[config.mk]
export PLATFORM = sky130hd
export DESIGN_NAME = hdb3_violation_det
export DESIGN_NICKNAME = d
export VERILOG_FILES = /design/src/rtl/hdb3_pkg.sv /design/src/rtl/hdb3_violation_det.sv
export SDC_FILE = /design/constraint.sdc
export NUM_CORES = 1
export LEC_CHECK = 0
export CAP_MARGIN = 20
export CORE_AREA = 2 2 39 41
export CTS_CLUSTER_SIZE = 12
export DETAILED_ROUTE_END_ITERATION = 16
export DIE_AREA = 0 0 41 43
export GPL_TIMING_DRIVEN = 0
export MAX_ROUTING_LAYER = met4
export PLACE_DENSITY = 0.63
export SLEW_MARGIN = 20
export SYNTH_ARGS = -nofsm -noshare
export SYNTH_HDL_FRONTEND = slang
export SYNTH_SLANG_ARGS = --single-unit
[constraint.sdc]
create_clock -name clk -period 1 [get_ports clk]
set_input_delay 0.15 -clock clk [delete_from_list [all_inputs] [get_ports clk]]
set_output_delay 0.15 -clock clk [all_outputs]
set_load 0.01 [all_outputs]
[src/rtl/hdb3_pkg.sv]
// Shared constants and helpers for the HDB3 receive path.
package hdb3_pkg;

  localparam logic [1:0] SYM_ZERO = 2'b00;
  localparam logic [1:0] SYM_POS  = 2'b10;
  localparam logic [1:0] SYM_NEG  = 2'b01;
  localparam logic [1:0] SYM_ILL  = 2'b11;

  localparam int unsigned HDB3_PIPE_DEPTH = 4;
  localparam int unsigned HDB3_MAX_ZEROS  = 3;

  function automatic logic is_mark(input logic [1:0] sym);
    return (sym == SYM_POS) || (sym == SYM_NEG);
  endfunction

endpackage

[src/rtl/hdb3_violation_det.sv]
// Symbol classification, polarity/V tracking and line-code error detection.
module hdb3_violation_det
  import hdb3_pkg::*;
(
  input  logic       clk,
  input  logic       reset,
  input  logic [1:0] sym,
  input  logic [1:0] sr_recent,
  output logic       mark,
  output logic       is_v,
  output logic       err
);

  localparam logic [2:0] ZeroRunErr = 3'(HDB3_MAX_ZEROS);
  localparam logic [2:0] ZeroRunSat = 3'(HDB3_MAX_ZEROS + 1);

  logic       mark_seen_q, mark_seen_d;
  logic       last_pol_q, last_pol_d;
  logic       v_seen_q, v_seen_d;
  logic       last_v_pol_q, last_v_pol_d;
  logic [2:0] zero_run_q, zero_run_d;
  logic       pol;
  logic       ill;

  always_comb begin
    mark = is_mark(sym);
    pol  = (sym == SYM_POS);
    ill  = (sym == SYM_ILL);
    // The first mark after reset only establishes polarity.
    is_v = mark & mark_seen_q & (pol == last_pol_q);

    mark_seen_d  = mark_seen_q | mark;
    last_pol_d   = mark ? pol : last_pol_q;
    v_seen_d     = v_seen_q | is_v;
    last_v_pol_d = is_v ? pol : last_v_pol_q;

    if (mark) begin
      zero_run_d = 3'd0;
    end else if (zero_run_q != ZeroRunSat) begin
      zero_run_d = zero_run_q + 3'd1;
    end else begin
      zero_run_d = zero_run_q;
    end

    err = ill
        | (~mark & (zero_run_q == ZeroRunErr))
        | (is_v & v_seen_q & (pol == last_v_pol_q))
        | (is_v & (|sr_recent));
  end

  always_ff @(posedge clk or negedge reset) begin
    if (!reset) begin
      mark_seen_q  <= 1'b0;
      last_pol_q   <= 1'b0;
      v_seen_q     <= 1'b0;
      last_v_pol_q <= 1'b0;
      zero_run_q   <= 3'd0;
    end else begin
      mark_seen_q  <= mark_seen_d;
      last_pol_q   <= last_pol_d;
      v_seen_q     <= v_seen_d;
      last_v_pol_q <= last_v_pol_d;
      zero_run_q   <= zero_run_d;
    end
  end

endmodule

After elaboration in Yosys (flattened, before gate mapping)
Cells that the tools add are included.
Storage, ports and cells
  register bits: 7
  output and inout port bits: 3
  input bits: 6
Operators by class
  reduce and logical (&&, ||, !) cells: 3
  mux-type cells: 2
  bitwise logic cells: 12
  equality and inequality tests: 7
  add/sub/neg operators: 1
Operators with widths (number)
  bitwise AND 1 bit: 6
  two-way mux 3 bit: 2
  bitwise OR 1 bit: 5
  == test 2 bit, second input constant: 2
  adder 3 x 1 -> 3 bit, second input constant: 1
  == test 3 x 2 -> 1 bit, second input constant: 1
  inequality test 3 bit, second input constant: 1
  == test 1 bit: 2
  == test 2 x 1 -> 1 bit, second input constant: 1
  nonzero test 2 bit: 1
  OR reduction 2 bit: 1
  logical OR 1 bit: 1
  inverter 1 bit: 1

Depth between registers and ports, before layout
Gate-level depths: netlist (run 1).
  word-level depth: 8
  mapped depth: 5
  gate-level depth less buffers: 5

Least setup slack after synthesis (run 1)
No wires, ideal clock.
  kind: input port to flip-flop
  from: in sym[0]
  to: reg last_v_pol_q
  arrival time: 1.027 ns
  path buffers: 0
  stages on the path: 5
  path slack: -0.152 ns
  required time: 0.875 ns
  cells stage by stage: inv_1 -> ha_1 -> inv_2 -> nand3_2 -> mux2_4
Between the ends
  word-level cells in the longest chain between the ends: 4
Ends and longest elaborated chain
  start, declared: RTL line hdb3_violation_det.sv:7  | input logic [1:0] sym,
  == test 2 bit / == test 2 x 1 -> 1 bit (equally long branches): RTL line hdb3_pkg.sv:13  | return (sym == SYM_POS) || (sym == SYM_NEG);
  logical OR 1 bit (*): RTL line hdb3_pkg.sv:13
  net mark: RTL line hdb3_violation_det.sv:9  | output logic mark,
  bitwise AND 1 bit (*) (2 in a row): RTL line hdb3_violation_det.sv:30  | is_v = mark & mark_seen_q & (pol == last_pol_q);
  end signal, assigned: RTL line hdb3_violation_det.sv:62  | last_v_pol_q <= last_v_pol_d;
  end, declared: RTL line hdb3_violation_det.sv:20  | logic last_v_pol_q, last_v_pol_d;
Mark *: on every way through the listed nets, which the timed path passes. The rest lies on a longest branch.
A chain may end at the register's enable or synchronous reset.

Final worst setup path (run 1)
  from: reg zero_run_q[1]
  to: out err
Between the ends
  word-level cells in the longest chain between the ends: 5
Ends and longest elaborated chain
  start, declared: RTL line hdb3_violation_det.sv:21  | logic [2:0] zero_run_q, zero_run_d;
  start signal, assigned: RTL line hdb3_violation_det.sv:63  | zero_run_q <= zero_run_d;
  == test 3 x 2 -> 1 bit: RTL line hdb3_violation_det.sv:46  | | (~mark & (zero_run_q == ZeroRunErr))
  bitwise AND 1 bit: RTL line hdb3_violation_det.sv:46
  bitwise OR 1 bit: RTL line hdb3_violation_det.sv:46
  bitwise OR 1 bit: RTL line hdb3_violation_det.sv:47  | | (is_v & v_seen_q & (pol == last_v_pol_q))
  bitwise OR 1 bit: RTL line hdb3_violation_det.sv:48  | | (is_v & (|sr_recent));
  end, declared: RTL line hdb3_violation_det.sv:11  | output logic err
Every way passes these cells.

==> results of run 1 <==
## Yosys cell counts
library cell  instances  area [µm²]
nand3_1               1        5.00
a211oi_1              1        7.51
nand3_2               1        10.0
nand2b_1              2        12.5
ha_1                  5        62.6
dfrtp_1               7         175
mux2_1                1        11.3
mux2_4                1        15.0
inv_1                 5        18.8
a21oi_1               3        15.0
nand2_1               2        7.51
nor2_1                1        3.75
o21ai_1               1        5.00
inv_2                 1        3.75
xnor2_1               3        26.3
## kinds of logic (layout without fill, tap and decap cells)
group	count (synthesis)	after routing	synth area share [%]
simple gates	7	7	10.2
compound gates	5	5	7.26
xor+xnor	3	3	6.93
fa+ha+maj	5	5	16.5
flops	7	7	46.2
buf+inv	6	26	5.94
mux	2	2	6.93
## per-layer routing
layer	GRT usage, %	routed length (µm)	share of wire (%)	up-vias
met4	10.0	21	2.4	0
li1	-	-	-	154
met1	13.6	339	39	151
met3	4.71	31	3.6	2
met5	-	0	0	-
met2	17.2	475	55	11
## state kept, by name (all words and copies together), names as in the netlist
register / cells
last_v_pol_q: 1
mark_seen_q: 1
last_pol_q: 1
v_seen_q: 1
zero_run_q: 3
## layout make-up
| class | instances | area share, % |
|---|---|---|
| well taps | 16 | 2.94 |
| inverters | 6 | 4.04 |
| repair buffers | 16 | 20.7 |
| flip-flops and latches | 7 | 25.9 |
| clock buffers | 4 | 3.85 |
| multi-input cells | 22 | 42.6 |
## power by group through the flow
stage	clock network, mW	registers (mW)	logic [mW]
after floorplan	0	0.400	0.248
after global placement	0	0.414	0.342
after detailed placement	0	0.416	0.349
after CTS	0.270	0.412	0.574
after global routing	0.294	0.421	0.754
final	0.263	0.417	0.684
## worst max-delay path by stage
stage | start | end | slack, ns | cells after the start
2_1_floorplan | zero_run_q[0] | err | -0.06 | 4
5_1_grt | zero_run_q[1] | err | -0.52 | 5
3_5_place_dp | sym[0] | err | -1.08 | 7
4_1_cts | zero_run_q[1] | err | -0.50 | 5
3_3_place_gp | sym[0] | err | -1.05 | 7
6_report | zero_run_q[1] | err | -0.47 | 5
## worst max-delay path, cell delays in order, from the launching register on
cell and delay [ns]:
dfrtp_1 0.38, ha_2 0.21, ha_4 0.16, a21oi_2 0.12, o21ai_2 0.06, buf_2 0.14
## through the flow
step / instance area [µm²] / util [%] / TNS, ns
global placement: 507 / 36.6 / -5.04
floorplan: 407 / - / -0.135
global route: 682 / 49.3 / -1.42
CTS: 636 / 45.9 / -1.28
finish: 682 / 49.3 / -1.15
detailed placement: 507 / 36.6 / -5.19
## timing repair
item / in CTS / in global routing
setup buffers: 5 / 5
gates resized for setup: 39 / 7
endpoints found under the setup margin: 9 / 7
pin swaps: 10 / 7
==> results.toml, run 1 <==
[hold_path]
hold_class = "input pin to asynchronous set/reset pin"

[critical_path]
crit_fanout = 2
worstReg2RegStart = "last_pol_q"
worstPathArrival_ns = 1.32
setup.worst_path.class = "flip-flop to output pin"
ff_to_ff_end = "last_v_pol_q"
setup.reg_to_reg.worst_slack_ns = -0.26
crit_path_end_kind = "output pin"
crit_path_start_kind = "flip-flop"
worst_r2r_path_depth = 4
crit_required_ns = 0.85

[grt]
antenna_found_initial = 0
track_usage_pct = 12.5
global_route_wire_length_before_repair_mm = 1.32
via_count_of_the_first_global_routing_pass = 301
grt_max_degree = 8
grt_remaining_overflow = 0

[placement]
numPortBuffers = 8
placed_cells_incl_taps = 59
gpl.final_weighted_congestion = 0.632
pre_cts_ws_ns = -1.08
dp.final_hpwl_um = 528

[status]
violated_checks = "negative setup slack"
status = "finished, violations left"

[clock_tree]
cts_tree = "built"
cts.path.max_buffers = 2
clkTransAtPathRegs_ns = 0.05
htree_num_levels = 1
cts_inserted_buffers = 3
ctsRootBufferMaster = "clkbuf_4"
tritoncts_num_sinks = 7
insertion_delay_ns = 0.25
cts_hold_buf = 0

[layout]
nFillCells = 131
layout-area-overhead-vs-synth_pct = 79.9
finalNonFillerCells = 71
final_cell_mix = "dfrtp_1 (6), buf_4 (6), buf_6 (5)"
final_antenna_diode_count = 0
area.sequential_um2 = 176
final_layout_size_suffix_gt1_share_pct = 67.3
finish.net_count = 67
multi_input_comb_area_um2 = 290

[floorplanning]
core_region_area_mm2 = 0.00138
die_height_um = 43
standard_cell_row_count = 14
ioPinCount = 9
floorplan.die_area_mm2 = 0.00176
die_w_um = 41
initial_core_utilization_pct = 27.4

[yosys]
synth_cell_types = 15
synthesis_warnings = 0
post_synthesis_instance_total = 35
postSynthRegisterBits = 7
sequential_element_share_of_the_synthesized_area_pct = 46.2
synth.net_count = 46
netlist_area_um2 = 379
postSynthAreaPerCell_um2 = 10.8

[route]
count_of_tritonroute_iterations_in_the_first_routing_pass = 4
dr.first_iter.drc_count = 10
wirelength_um = 867
post_drt_wl_per_cell_um = 12.2
antenna_left = 0
drc = 0
overall_via_count_from_detail_route = 318
via_to_cell_ratio = 4.48

[sta]
hold-worst-slack_ns = 0.164
finalClockSkew_ns = 0.000235
setup_ws_ns = -0.473
timing.max_slew.rel_slack_pct = 76.8
max_frequency_mhz = 679
rsz0062_at_grt = "yes"
fin_crit_sh_pct = 147
fin_crit_ns = 1.47
worstMarginPinSlew_ns = 0.346
final_hold_viol_count = 0
slew_viol_final = 0
timing.final.setup_violations = 6

[power]
p_int_uw = 889
clockPowerShare_pct = 19.3
seq_power_share_pct = 30.6
powerDensity_mw_per_mm2 = 2000
total_power_mw = 1.36
power.switching_uw = 474
swShare_pct = 34.7
worst_ir_drop_vdd_uv = 991
p_comb_share_pct = 50.2
power.leakage_nw = 0.302

[flow_run]
maxCapViolCount = 0
Power figures use the tool's default switching activity.
==> inputs of run 2 (changes only) <==
--- a/config.mk
+++ b/config.mk
@@ -7,6 +7,7 @@
 export LEC_CHECK = 0
 export CAP_MARGIN = 20
 export CORE_AREA = 2 2 39 41
+export CTS_BUF_LIST = sky130_fd_sc_hd__clkbuf_4 sky130_fd_sc_hd__clkbuf_8 sky130_fd_sc_hd__clkbuf_16
 export CTS_CLUSTER_SIZE = 12
 export DETAILED_ROUTE_END_ITERATION = 16
 export DIE_AREA = 0 0 41 43
==> constraint.sdc (replaced) <==
create_clock -name clk -period 1.2 [get_ports clk]
set_input_delay 0.18 -clock clk [delete_from_list [all_inputs] [get_ports clk]]
set_output_delay 0.18 -clock clk [all_outputs]
set_load 0.01 [all_outputs]
==> results.toml, run 2 (synthesis gave the netlist of run 1 again) <==
[grt]
grt_remaining_overflow = 0
via_count_of_the_first_global_routing_pass = 294
antenna_found_initial = 0
grt_max_degree = 8
global_route_wire_length_before_repair_mm = 1.14
track_usage_pct = 10.5

[sta]
fin_crit_ns = 1.46
rsz0062_at_grt = "yes"
fin_crit_sh_pct = 122
setup_ws_ns = -0.259
timing.max_slew.rel_slack_pct = 78.3
worstMarginPinSlew_ns = 0.325
totalNegativeSetupSlack_ns = -0.359
slew_viol_final = 0
max_frequency_mhz = 686
timing.final.setup_violations = 3
final_hold_viol_count = 0
finalClockSkew_ns = 0.00707
hold-worst-slack_ns = 0.188

[layout]
finish.net_count = 63
final_antenna_diode_count = 0
regMostFlops = "zero_run_q"
largest_register_ff_count = 3
layout-area-overhead-vs-synth_pct = 57.4
postLayoutCellArea_um2 = 597
finalNonFillerCells = 67
nFillCells = 129
final_cell_mix = "dfrtp_1 (7), inv_1 (3), clkbuf_4 (3), clkdlybuf4s50_1 (3), buf_4 (3)"
layout.cells.most_common = "dfrtp_1"
final_layout_size_suffix_gt1_share_pct = 47.1

[critical_path]
crit_path_start_kind = "flip-flop"
crit_path_end_kind = "output pin"
crit_required_ns = 1.02
worstPathArrival_ns = 1.28
setup.worst_path.class = "flip-flop to output pin"
crit_fanout = 2

[clock_tree]
cts_hold_buf = 0
ctsRootBufferMaster = "clkbuf_4"
clkTransAtPathRegs_ns = 0.06
cts_tree = "built"
tritoncts_num_sinks = 7
htree_num_levels = 1
cts_inserted_buffers = 3
cts.path.max_buffers = 2
insertion_delay_ns = 0.25

[floorplanning]
initial_core_utilization_pct = 27.4
standard_cell_row_count = 14
ioPinCount = 9
core_region_area_mm2 = 0.00138
die_w_um = 41
die_height_um = 43
floorplan.die_area_mm2 = 0.00176

[placement]
numPortBuffers = 8
placedInstanceArea_um2 = 479
gpl.final_weighted_congestion = 0.663
placed_cells_incl_taps = 59
dp.final_hpwl_um = 499

[route]
antenna_left = 0
count_of_tritonroute_iterations_in_the_first_routing_pass = 3
post_drt_wl_per_cell_um = 9.78
overall_via_count_from_detail_route = 283
wirelength_um = 655
drc = 0
dr.first_iter.drc_count = 4
via_to_cell_ratio = 4.22

[power]
worst_ir_drop_vdd_uv = 780
powerDensity_mw_per_mm2 = 1650
power.leakage_nw = 0.274
total_power_uw = 987

[status]
status = "finished, violations left"
violated_checks = "negative setup slack"

[flow_run]
maxCapViolCount = 0

[hold_path]
hold_class = "input pin to asynchronous set/reset pin"
[run 2: path summary, 6_finish.rpt]
path	start	depth (start not counted)	slack [ns]	to
worst max-delay path	zero_run_q[0]	5	-0.26	err
worst min register to register	v_seen_q	1	0.46	v_seen_q
worst min-delay path	reset	1	0.19	last_v_pol_q
min in group clk	v_seen_q	1	0.46	v_seen_q
worst max register to register	last_pol_q	4	-0.02	last_v_pol_q
max in group asynchronous	reset	1	0.76	v_seen_q
[run 2: layout make-up]
class	count	area (µm²)	share of cell area [%]
Multi-Input combinational cell	22	245	41.1
Clock buffer	3	22.5	3.77
Clock inverter	1	5.00	0.839
Tap cell	16	20.0	3.35
Inverter	6	25.0	4.19
Timing Repair Buffer	12	104	17.4
Sequential cell	7	175	29.4
[run 2: repair_timing]
item,in CTS,in global routing
pin swaps,6,4
endpoints found under the setup margin,6,5
cloned,0,0
gates resized for setup,26,6
buffers inserted,4,1
[run 2: stage by stage]
step	util (%)	worst slack, ns
2_1_floorplan	-	0.0180
3_3_place_gp	34.6	-0.957
3_5_place_dp	34.6	-0.973
4_1_cts	41.1	-0.284
5_1_grt	43.1	-0.327
6_report	43.1	-0.259
[run 2: report_power, final]
group | total (mW) | internal (mW) | switching [mW]
Sequential | 0.341 | 0.292 | 0.0489
Clock | 0.212 | 0.122 | 0.0904
Combinational | 0.434 | 0.243 | 0.191
Total | 0.987 | 0.656 | 0.330
[run 2: per-layer routing]
metal	GRT usage [%]	share of wire (%)	up-vias
li1	-	-	145
met1	11.7	44	129
met2	14.1	47	7
met3	6.28	7.5	2
met4	6.00	0.92	0
met5	-	0	-
[run 2: worst max-delay path, cell delays in order (launching register included)]
cell	delay (ns)
dfrtp_1	0.39
ha_2	0.18
ha_2	0.16
a21oi_2	0.10
o21ai_1	0.06
buf_2	0.13
==> inputs of run 3 (changes only) <==
--- a/config.mk
+++ b/config.mk
@@ -12,7 +12,6 @@
 export DETAILED_ROUTE_END_ITERATION = 16
 export DIE_AREA = 0 0 41 43
 export GPL_TIMING_DRIVEN = 0
-export MAX_ROUTING_LAYER = met4
 export PLACE_DENSITY = 0.63
 export SLEW_MARGIN = 20
 export SYNTH_ARGS = -nofsm -noshare
==> results.toml, run 3 (synthesis gave the netlist of run 1 again) <==
[sta]
timing.max_slew.rel_slack_pct = 78.3
worstMarginPinSlew_ns = 0.325
setup_ws_ns = -0.261
fin_crit_ns = 1.46
fin_crit_sh_pct = 122
slew_viol_final = 0
hold-worst-slack_ns = 0.189
max_frequency_mhz = 685
rsz0062_at_grt = "yes"
timing.final.setup_violations = 3
final_hold_viol_count = 0
finalClockSkew_ns = 0.00684

[critical_path]
crit_fanout = 2
worstReg2RegStart = "last_pol_q"
crit_path_end_kind = "output pin"
setup.worst_path.class = "flip-flop to output pin"
worst_r2r_path_depth = 4
worstPathArrival_ns = 1.28
crit_chain = "ha_2 -> ha_2 -> a21oi_2 -> o21ai_1 -> buf_2"
crit_end = "err"
crit_path_start_kind = "flip-flop"
critical_path.slowest_cell = "dfrtp_1"
crit_buf_inv = 1
critPathMostFrequentCell = "ha_2"
timing.critical_path.depth = 5
setup.reg_to_reg.worst_slack_ns = -0.02
crit_required_ns = 1.02
setup.worst_path.start = "zero_run_q[0]"
ff_to_ff_end = "last_v_pol_q"
critical-path-top-delay-family = "flip-flops"
critical_path.max_stage_delay_ns = 0.39

[clock_tree]
htree_num_levels = 1
cts_inserted_buffers = 3
cts_hold_buf = 0
insertion_delay_ns = 0.25
ctsRootBufferMaster = "clkbuf_4"
clkTransAtPathRegs_ns = 0.06
cts.path.max_buffers = 2
cts_tree = "built"
tritoncts_num_sinks = 7

[placement]
dp.final_hpwl_um = 499
placedInstanceArea_um2 = 479
numPortBuffers = 8
gpl.final_weighted_congestion = 0.657

[layout]
multi_input_comb_area_um2 = 245
area.sequential_um2 = 175
layout-area-overhead-vs-synth_pct = 57.4
layout.cells.most_common = "dfrtp_1"
final_layout_size_suffix_gt1_share_pct = 47.1
finish.net_count = 63
regMostFlops = "zero_run_q"
final_antenna_diode_count = 0
postLayoutCellArea_um2 = 597
largest_register_ff_count = 3
nFillCells = 131
final_cell_mix = "dfrtp_1 (7), inv_1 (3), clkbuf_4 (3), clkdlybuf4s50_1 (3), buf_4 (3)"

[floorplanning]
die_height_um = 43
ioPinCount = 9
die_w_um = 41
floorplan.die_area_mm2 = 0.00176
initial_core_utilization_pct = 27.4
standard_cell_row_count = 14
core_region_area_mm2 = 0.00138

[route]
antenna_left = 0
via_to_cell_ratio = 4.18
overall_via_count_from_detail_route = 280
dr.first_iter.drc_count = 2
drc = 0
wirelength_um = 667
count_of_tritonroute_iterations_in_the_first_routing_pass = 2
post_drt_wl_per_cell_um = 9.96

[grt]
global_route_wire_length_before_repair_mm = 1.14
grt_remaining_overflow = 0
track_usage_pct = 10.3
antenna_found_initial = 0
via_count_of_the_first_global_routing_pass = 299
grt_max_degree = 8

[power]
worst_ir_drop_vdd_uv = 799
powerDensity_mw_per_mm2 = 1650
power.leakage_nw = 0.274

[flow_run]
maxCapViolCount = 0

[status]
violated_checks = "negative setup slack"
status = "finished, violations left"

[hold_path]
hold_class = "input pin to asynchronous set/reset pin"
==> run 3: cell counts in the layout (fill, tap and decap cells not counted) <==
Identical to the previous run, type by type.
==> run 3: worst reg2reg max path, delay by kind of cell (launching register included) <==
family                 cells  cell delay (ns)
multiplexers               1             0.28
XOR/XNOR                   1             0.19
AND/OR/NAND/NOR            1             0.11
flip-flops                 1             0.40
buffers and inverters      1             0.13
==> run 3: power breakdown <==
part | switching, mW | internal, mW
Clock | 0.0898 | 0.122
Combinational | 0.191 | 0.243
Sequential | 0.0493 | 0.292
Total | 0.330 | 0.656
==> run 3: how the worst min path moves through the flow <==
| stage | start | to | cells after the start |
|---|---|---|---|
| 3_5_place_dp | v_seen_q | v_seen_q | 1 |
| 4_1_cts | reset | last_v_pol_q | 1 |
| 6_report | reset | last_v_pol_q | 1 |
| 5_1_grt | reset | last_v_pol_q | 1 |
| 3_3_place_gp | v_seen_q | v_seen_q | 1 |
| 2_1_floorplan | reset | last_pol_q | 0 |
==> run 3: layout make-up <==
class / instances / share of cell area [%]
multi-input combinational: 22 / 41.1
sequential: 7 / 29.4
timing repair buffer: 12 / 17.4
inverter: 6 / 4.19
clock buffer: 3 / 3.77
tap: 16 / 3.35
clock inverter: 1 / 0.839
==> run 3: metrics by stage <==
stage               setup TNS (ns)  cells  power [mW]  utilization, %  setup WS, ns
floorplan                        0     35       0.522               -        0.0180
global placement             -4.08     59       0.604            34.6        -0.957
detailed placement           -4.24     59       0.617            34.6        -0.973
CTS                         -0.428     67       0.914            41.1        -0.284
global route                -0.541     67        1.07            43.1        -0.327
finish                      -0.351     67       0.987            43.1        -0.261
==> run 3: per-layer routing <==
metal | track usage (%) | routed length, µm | vias up
met2 | 14.1 | 329 | 7
met4 | 6.00 | 0 | 0
met5 | 0 | 0 | -
li1 | - | - | 145
met3 | 6.28 | 50 | 0
met1 | 11.7 | 287 | 128
==> run 3: repair_timing <==
item	in CTS	in global routing
buffers inserted	4	1
gates cloned	0	0
pin swaps	6	4
gates resized for setup	26	6
endpoints found under the setup margin	6	5
